File: src/rtl/mem_arbiter_2port.sv
// Round-robin two-requester controller for the 8x4 register memory.
// Also sweeps zeros over the whole memory on a clear command.
module mem_arbiter_2port #(
  parameter int ADDR_W = 3,
  parameter int DATA_W = 4,
  parameter int DEPTH  = 8
) (
  input  logic              clk,
  input  logic              rst,
  input  logic              clr_start,
  output logic              clr_busy,
  input  logic              req_a,
  input  logic              we_a,
  input  logic [ADDR_W-1:0] addr_a,
  input  logic [DATA_W-1:0] wdata_a,
  output logic              ack_a,
  output logic [DATA_W-1:0] rdata_a,
  input  logic              req_b,
  input  logic              we_b,
  input  logic [ADDR_W-1:0] addr_b,
  input  logic [DATA_W-1:0] wdata_b,
  output logic              ack_b,
  output logic [DATA_W-1:0] rdata_b,
  output logic              mem_sel,
  output logic              mem_wr,
  output logic [ADDR_W-1:0] mem_addr,
  output logic [DATA_W-1:0] mem_wdata,
  input  logic [DATA_W-1:0] mem_rdata
);

  typedef enum logic [1:0] {
    IDLE, ACCESS, DONE, CLR
  } state_t;

  typedef struct packed {
    logic              we;
    logic [ADDR_W-1:0] addr;
    logic [DATA_W-1:0] wdata;
  } xact_t;

  localparam logic [ADDR_W-1:0] LAST =
    ADDR_W'(DEPTH - 1);

  state_t            state;
  logic              last_b;
  logic              gnt_b;
  logic [ADDR_W-1:0] cnt;

  xact_t xa, xb, pick;
  logic  pick_b;

  // Ties go to whoever was not served last.
  always_comb begin
    xa = '{we: we_a, addr: addr_a, wdata: wdata_a};
    xb = '{we: we_b, addr: addr_b, wdata: wdata_b};
    pick_b = 1'b0;
    unique case (1'b1)
      req_a & req_b:  pick_b = ~last_b;
      ~req_a & req_b: pick_b = 1'b1;
      default:        pick_b = 1'b0;
    endcase
    pick = pick_b ? xb : xa;
  end

  always_ff @(posedge clk) begin
    if (rst) begin
      state     <= IDLE;
      clr_busy  <= 1'b0;
      ack_a     <= 1'b0;
      ack_b     <= 1'b0;
      rdata_a   <= '0;
      rdata_b   <= '0;
      mem_sel   <= 1'b0;
      mem_wr    <= 1'b0;
      mem_addr  <= '0;
      mem_wdata <= '0;
      last_b    <= 1'b1;
      gnt_b     <= 1'b0;
      cnt       <= '0;
    end else begin
      ack_a <= 1'b0;
      ack_b <= 1'b0;
      unique case (state)
        IDLE: begin
          if (clr_start) begin
            state     <= CLR;
            clr_busy  <= 1'b1;
            mem_sel   <= 1'b1;
            mem_wr    <= 1'b1;
            mem_addr  <= '0;
            mem_wdata <= '0;
            cnt       <= '0;
          end else if (req_a | req_b) begin
            state     <= ACCESS;
            gnt_b     <= pick_b;
            last_b    <= pick_b;
            mem_sel   <= 1'b1;
            mem_wr    <= pick.we;
            mem_addr  <= pick.addr;
            mem_wdata <= pick.wdata;
          end
        end
        ACCESS: begin
          if (!mem_wr) begin
            if (gnt_b) rdata_b <= mem_rdata;
            else       rdata_a <= mem_rdata;
          end
          state     <= DONE;
          ack_a     <= ~gnt_b;
          ack_b     <= gnt_b;
          mem_sel   <= 1'b0;
          mem_wr    <= 1'b0;
          mem_addr  <= '0;
          mem_wdata <= '0;
        end
        DONE: begin
          state <= IDLE;
        end
        CLR: begin
          if (cnt == LAST) begin
            state    <= IDLE;
            clr_busy <= 1'b0;
            mem_sel  <= 1'b0;
            mem_wr   <= 1'b0;
            mem_addr <= '0;
            cnt      <= '0;
          end else begin
            cnt      <= cnt + 1'b1;
            mem_addr <= cnt + 1'b1;
          end
        end
        default: state <= IDLE;
      endcase
    end
  end

endmodule

File: config.mk
export PLATFORM = sky130hd
export DESIGN_NAME = mem_arbiter_2port
export DESIGN_NICKNAME = d
export VERILOG_FILES = /design/src/rtl/mem_arbiter_2port.sv
export SDC_FILE = /design/constraint.sdc
export NUM_CORES = 1
export LEC_CHECK = 0
export BUFFER_PORTS_ARGS = -buffer_cell sky130_fd_sc_hd__buf_2
export CAP_MARGIN = 20
export CORE_ASPECT_RATIO = 0.9
export CORE_MARGIN = 2
export CORE_UTILIZATION = 40
export DETAILED_ROUTE_END_ITERATION = 6
export HOLD_SLACK_MARGIN = 0.03
export PLACE_DENSITY = 0.78
export SLEW_MARGIN = 20
export SYNTH_ARGS = -nofsm -noshare
export SYNTH_HDL_FRONTEND = slang
export SYNTH_SLANG_ARGS = --single-unit
File: constraint.sdc
create_clock -name clk -period 1.2 [get_ports clk]
set_input_delay 0.12 -clock clk [delete_from_list [all_inputs] [get_ports clk]]
set_output_delay 0.12 -clock clk [all_outputs]
set_load 0.005 [all_outputs]
==> metrics.csv <==
stage,metric,value,unit
synth,synth-async-reset-ratio,0,%
final_layout,area_growth,51.3,%
run_status,violations,setup timing,
worst_setup_path,rrSetupSlack,-0.13,ns
sta,tightest_slew,0.466,ns
floorplanning,start_util,41.7,%
worst_setup_path,critical_path_class,register to register,
global_routing,grt_max_degree,25,
place,dp_hpwl,2.43,mm
synth,synth_edf_count,0,
worst_setup_path,path_max_fanout,4,
global_routing,use_met1,22.7,%
drt,vias,1296,
drt,wl,3.83,mm
clocking,tritoncts,built,
flow_run,max_cap_viol_count,0,
floorplanning,fp-row-count,19,
clocking,cts.clk_slew.worst_paths,0.15,ns
drt,avgViaCountPerCell,5.36,
drt,dr.pass1.iters,4,
clocking,clock_latency,0.33,ns
worst_setup_path,cp.required,1.44,ns
hold_path,hp-start,mem_rdata[3],
global_routing,met2_usage,35.0,%
hold_path,whs_path_depth,3,
clocking,htreeDepth,1,
power,irDropWorstVdd,0.473,mV
floorplanning,core-area,3020,µm²
worst_setup_path,cp-end-kind,register,
synth,yosys_warnings,0,
worst_setup_path,reg2reg_depth,2,
sta,slew_violations,0,
sta,rsz0062_at_grt,true,
power,p_per_area,1050,nW/µm²
drt,drtIter0Drc,46,
clocking,clock-sinks,27,
clocking,clockBufferDepth,2,
worst_setup_path,arrival,1.57,ns
floorplanning,die_h,57.2,µm
synth,syn_area_per_cell,9.40,µm²
global_routing,grt_pass1_vias,1229,
final_layout,fin_cells,242,
sta,slew_headroom,68.8,%
synth,ys_seq_area_share,42.9,%
final_layout,drive_gt1_share,53.0,%
sta,finalHoldViolations,0,
sta,fin_ws,-0.132,ns
sta,setup-violations-final,21,
final_layout,diodes,0,
sta,min_period,1.33,ns
hold_path,hold_end,rdata_a[3]$_SDFFE_PP0P_,
run_status,outcome,"finished, violations left",
global_routing,grt_first_pass_wirelength,5.44,mm
sta,timing.fmax,0.751,GHz
synth,syn_nets,161,
sta,skew,0.00299,ns
power,p_leak,0.813,nW
synth,synth_seq_cells,27,
global_routing,grt_use_met3,1.97,%
power,finalPower,0.00200,W
clocking,cts_buffers,3,
global_routing,antenna_found_initial,0,
floorplanning,die-area,3620,µm²
worst_setup_path,reg2reg_to,last_b$_SDFFE_PP1P_,
worst_setup_path,r2r_start,state[1]$_SDFFE_PP0P_,
hold_path,hold_path.class,primary input to register,
worst_setup_path,max_stage_delay,0.53,ns
floorplanning,io_pins,45,
synth,syn_area,1260,µm²
clocking,clockRootBuffer,clkbuf_4,
place,place_inst,228,
place,port_buffers,44,
place,finalWeightedCongestion,0.785,
drt,drtAntennaViolNets,0,
drt,wl_per_cell,15.8,µm
global_routing,grt_overflow,0,
final_layout,fin_nets,228,
worst_setup_path,crit_path_start_kind,register,
drt,drc,0,
global_routing,grt-busiest-layer,met2,
global_routing,grt_usage,18.9,%
worst_setup_path,crit_chain,or4b_4 -> a221o_1,
sta,min_period_over_period,111,%
synth,synth.distinct_cells,38,
worst_setup_path,crit_slowest_cell,or4b_4,
floorplanning,die_w,63.2,µm
synth,syn_inst,134,
synth,synth_flop_cell,dfxtp_1,
## registers in the layout, indices dropped and copies added, names as in the netlist, 2 cells and up
name	flops
state	2
rdata_a	4
mem_wdata	4
mem_addr	3
rdata_b	4
cnt	3
## cell usage in the layout, fill, tap and decap left out, drive strengths merged, types with 2 or more instances in the layout
cell,netlist,routed
nand2,7,7
dfxtp,27,27
mux2i,13,13
nand3b,3,3
a21oi,11,11
or4,2,2
nor2b,4,4
a311oi,3,3
ha,2,2
o21ai,4,4
nor3b,4,4
clkbuf,5,3
buf,5,72
nand3,3,3
o2bb2ai,6,6
nor3,5,5
inv,2,2
o22ai,2,2
nor2,11,11
## stage by stage
step | area [µm²] | setup TNS, ns | util (%) | worst slack, ns | hold slack [ns]
4_1_cts | 1770 | -1.15 | 58.6 | -0.111 | 0.0362
3_3_place_gp | 1640 | -0.830 | 54.2 | -0.111 | 0.371
3_5_place_dp | 1640 | -1.42 | 54.2 | -0.163 | 0.389
5_1_grt | 1910 | -2.48 | 63.2 | -0.178 | 0.0285
2_1_floorplan | 1280 | -0.495 | - | -0.0583 | 0.267
6_report | 1910 | -1.40 | 63.2 | -0.132 | 0.0342
## worst max path at each step
stage	start	end	slack [ns]	depth (start not counted)
2_1_floorplan	state[1]$_SDFFE_PP0P_	last_b$_SDFFE_PP1P_	-0.06	2
3_3_place_gp	state[0]$_SDFFE_PP0P_	mem_wdata[2]$_SDFFE_PP0P_	-0.11	3
6_report	state[1]$_SDFFE_PP0P_	last_b$_SDFFE_PP1P_	-0.13	2
4_1_cts	state[1]$_SDFFE_PP0P_	last_b$_SDFFE_PP1P_	-0.11	2
3_5_place_dp	state[0]$_SDFFE_PP0P_	mem_wdata[0]$_SDFFE_PP0P_	-0.16	3
5_1_grt	state[1]$_SDFFE_PP0P_	last_b$_SDFFE_PP1P_	-0.18	2
## repair_timing
item                                    CTS  global route
setup buffers                             5             5
pin swaps                                12            22
hold buffers                              0             0
endpoints found under the setup margin   21            26
gates resized for setup                  16            23
## routing by layer
layer	share of wire, %	up-vias	wire, µm
li1	-	630	-
met1	41	629	1570
met2	55	29	2100
met3	2.3	8	88
met4	1.8	0	70
met5	0	-	0
## layout make-up
| cell class | count | area, µm² |
|---|---|---|
| Clock inverter | 1 | 5.00 |
| Fill cell | 226 | 1110 |
| Sequential cell | 27 | 551 |
| Inverter | 2 | 7.51 |
| Tap cell | 42 | 52.6 |
| Multi-Input combinational cell | 95 | 792 |
| Timing Repair Buffer | 72 | 477 |
| Clock buffer | 3 | 22.5 |
## critical path, delay by kind of cell, from the launching register on
kind	cells	cell delay [ns]
flops	1	0.39
compound gates	1	0.32
simple gates	1	0.53
## power by group
group / total [W] / switching [W] / internal [W]
Clock: 0.000410 / 0.000284 / 0.000126
Combinational: 0.000580 / 0.000269 / 0.000312
Sequential: 0.00101 / 0.0000520 / 0.000958
Total: 0.00200 / 0.000605 / 0.00140
## kinds of logic (layout without fill, tap and decap cells)
family / count (synthesis) / in the layout / synth area share (%)
AND/OR/NAND/NOR: 48 / 48 / 22.4
flip-flops: 27 / 27 / 42.9
buffers and inverters: 12 / 78 / 4.67
multiplexers: 13 / 13 / 10.3
adder cells (fa/ha/maj): 2 / 2 / 1.99
AO/OA/AOI/OAI: 32 / 32 / 17.7
## synthesized netlist by cell type (all sizes together), types with 2 or more instances
library cell	count	area, µm²
o21ai	4	20.0
mux2i	13	130
nor2	11	41.3
a311oi	3	26.3
clkbuf	5	20.0
a21oi	11	58.8
dfxtp	27	541
ha	2	25.0
nand2	7	26.3
inv	2	7.51
o22ai	2	12.5
buf	5	31.3
nor3b	4	30.0
nand3	3	15.0
nor2b	4	25.0
nor3	5	25.0
o2bb2ai	6	52.6
nand3b	3	22.5
or4	2	18.8
Note: power is estimated with default switching activity, not from simulation.
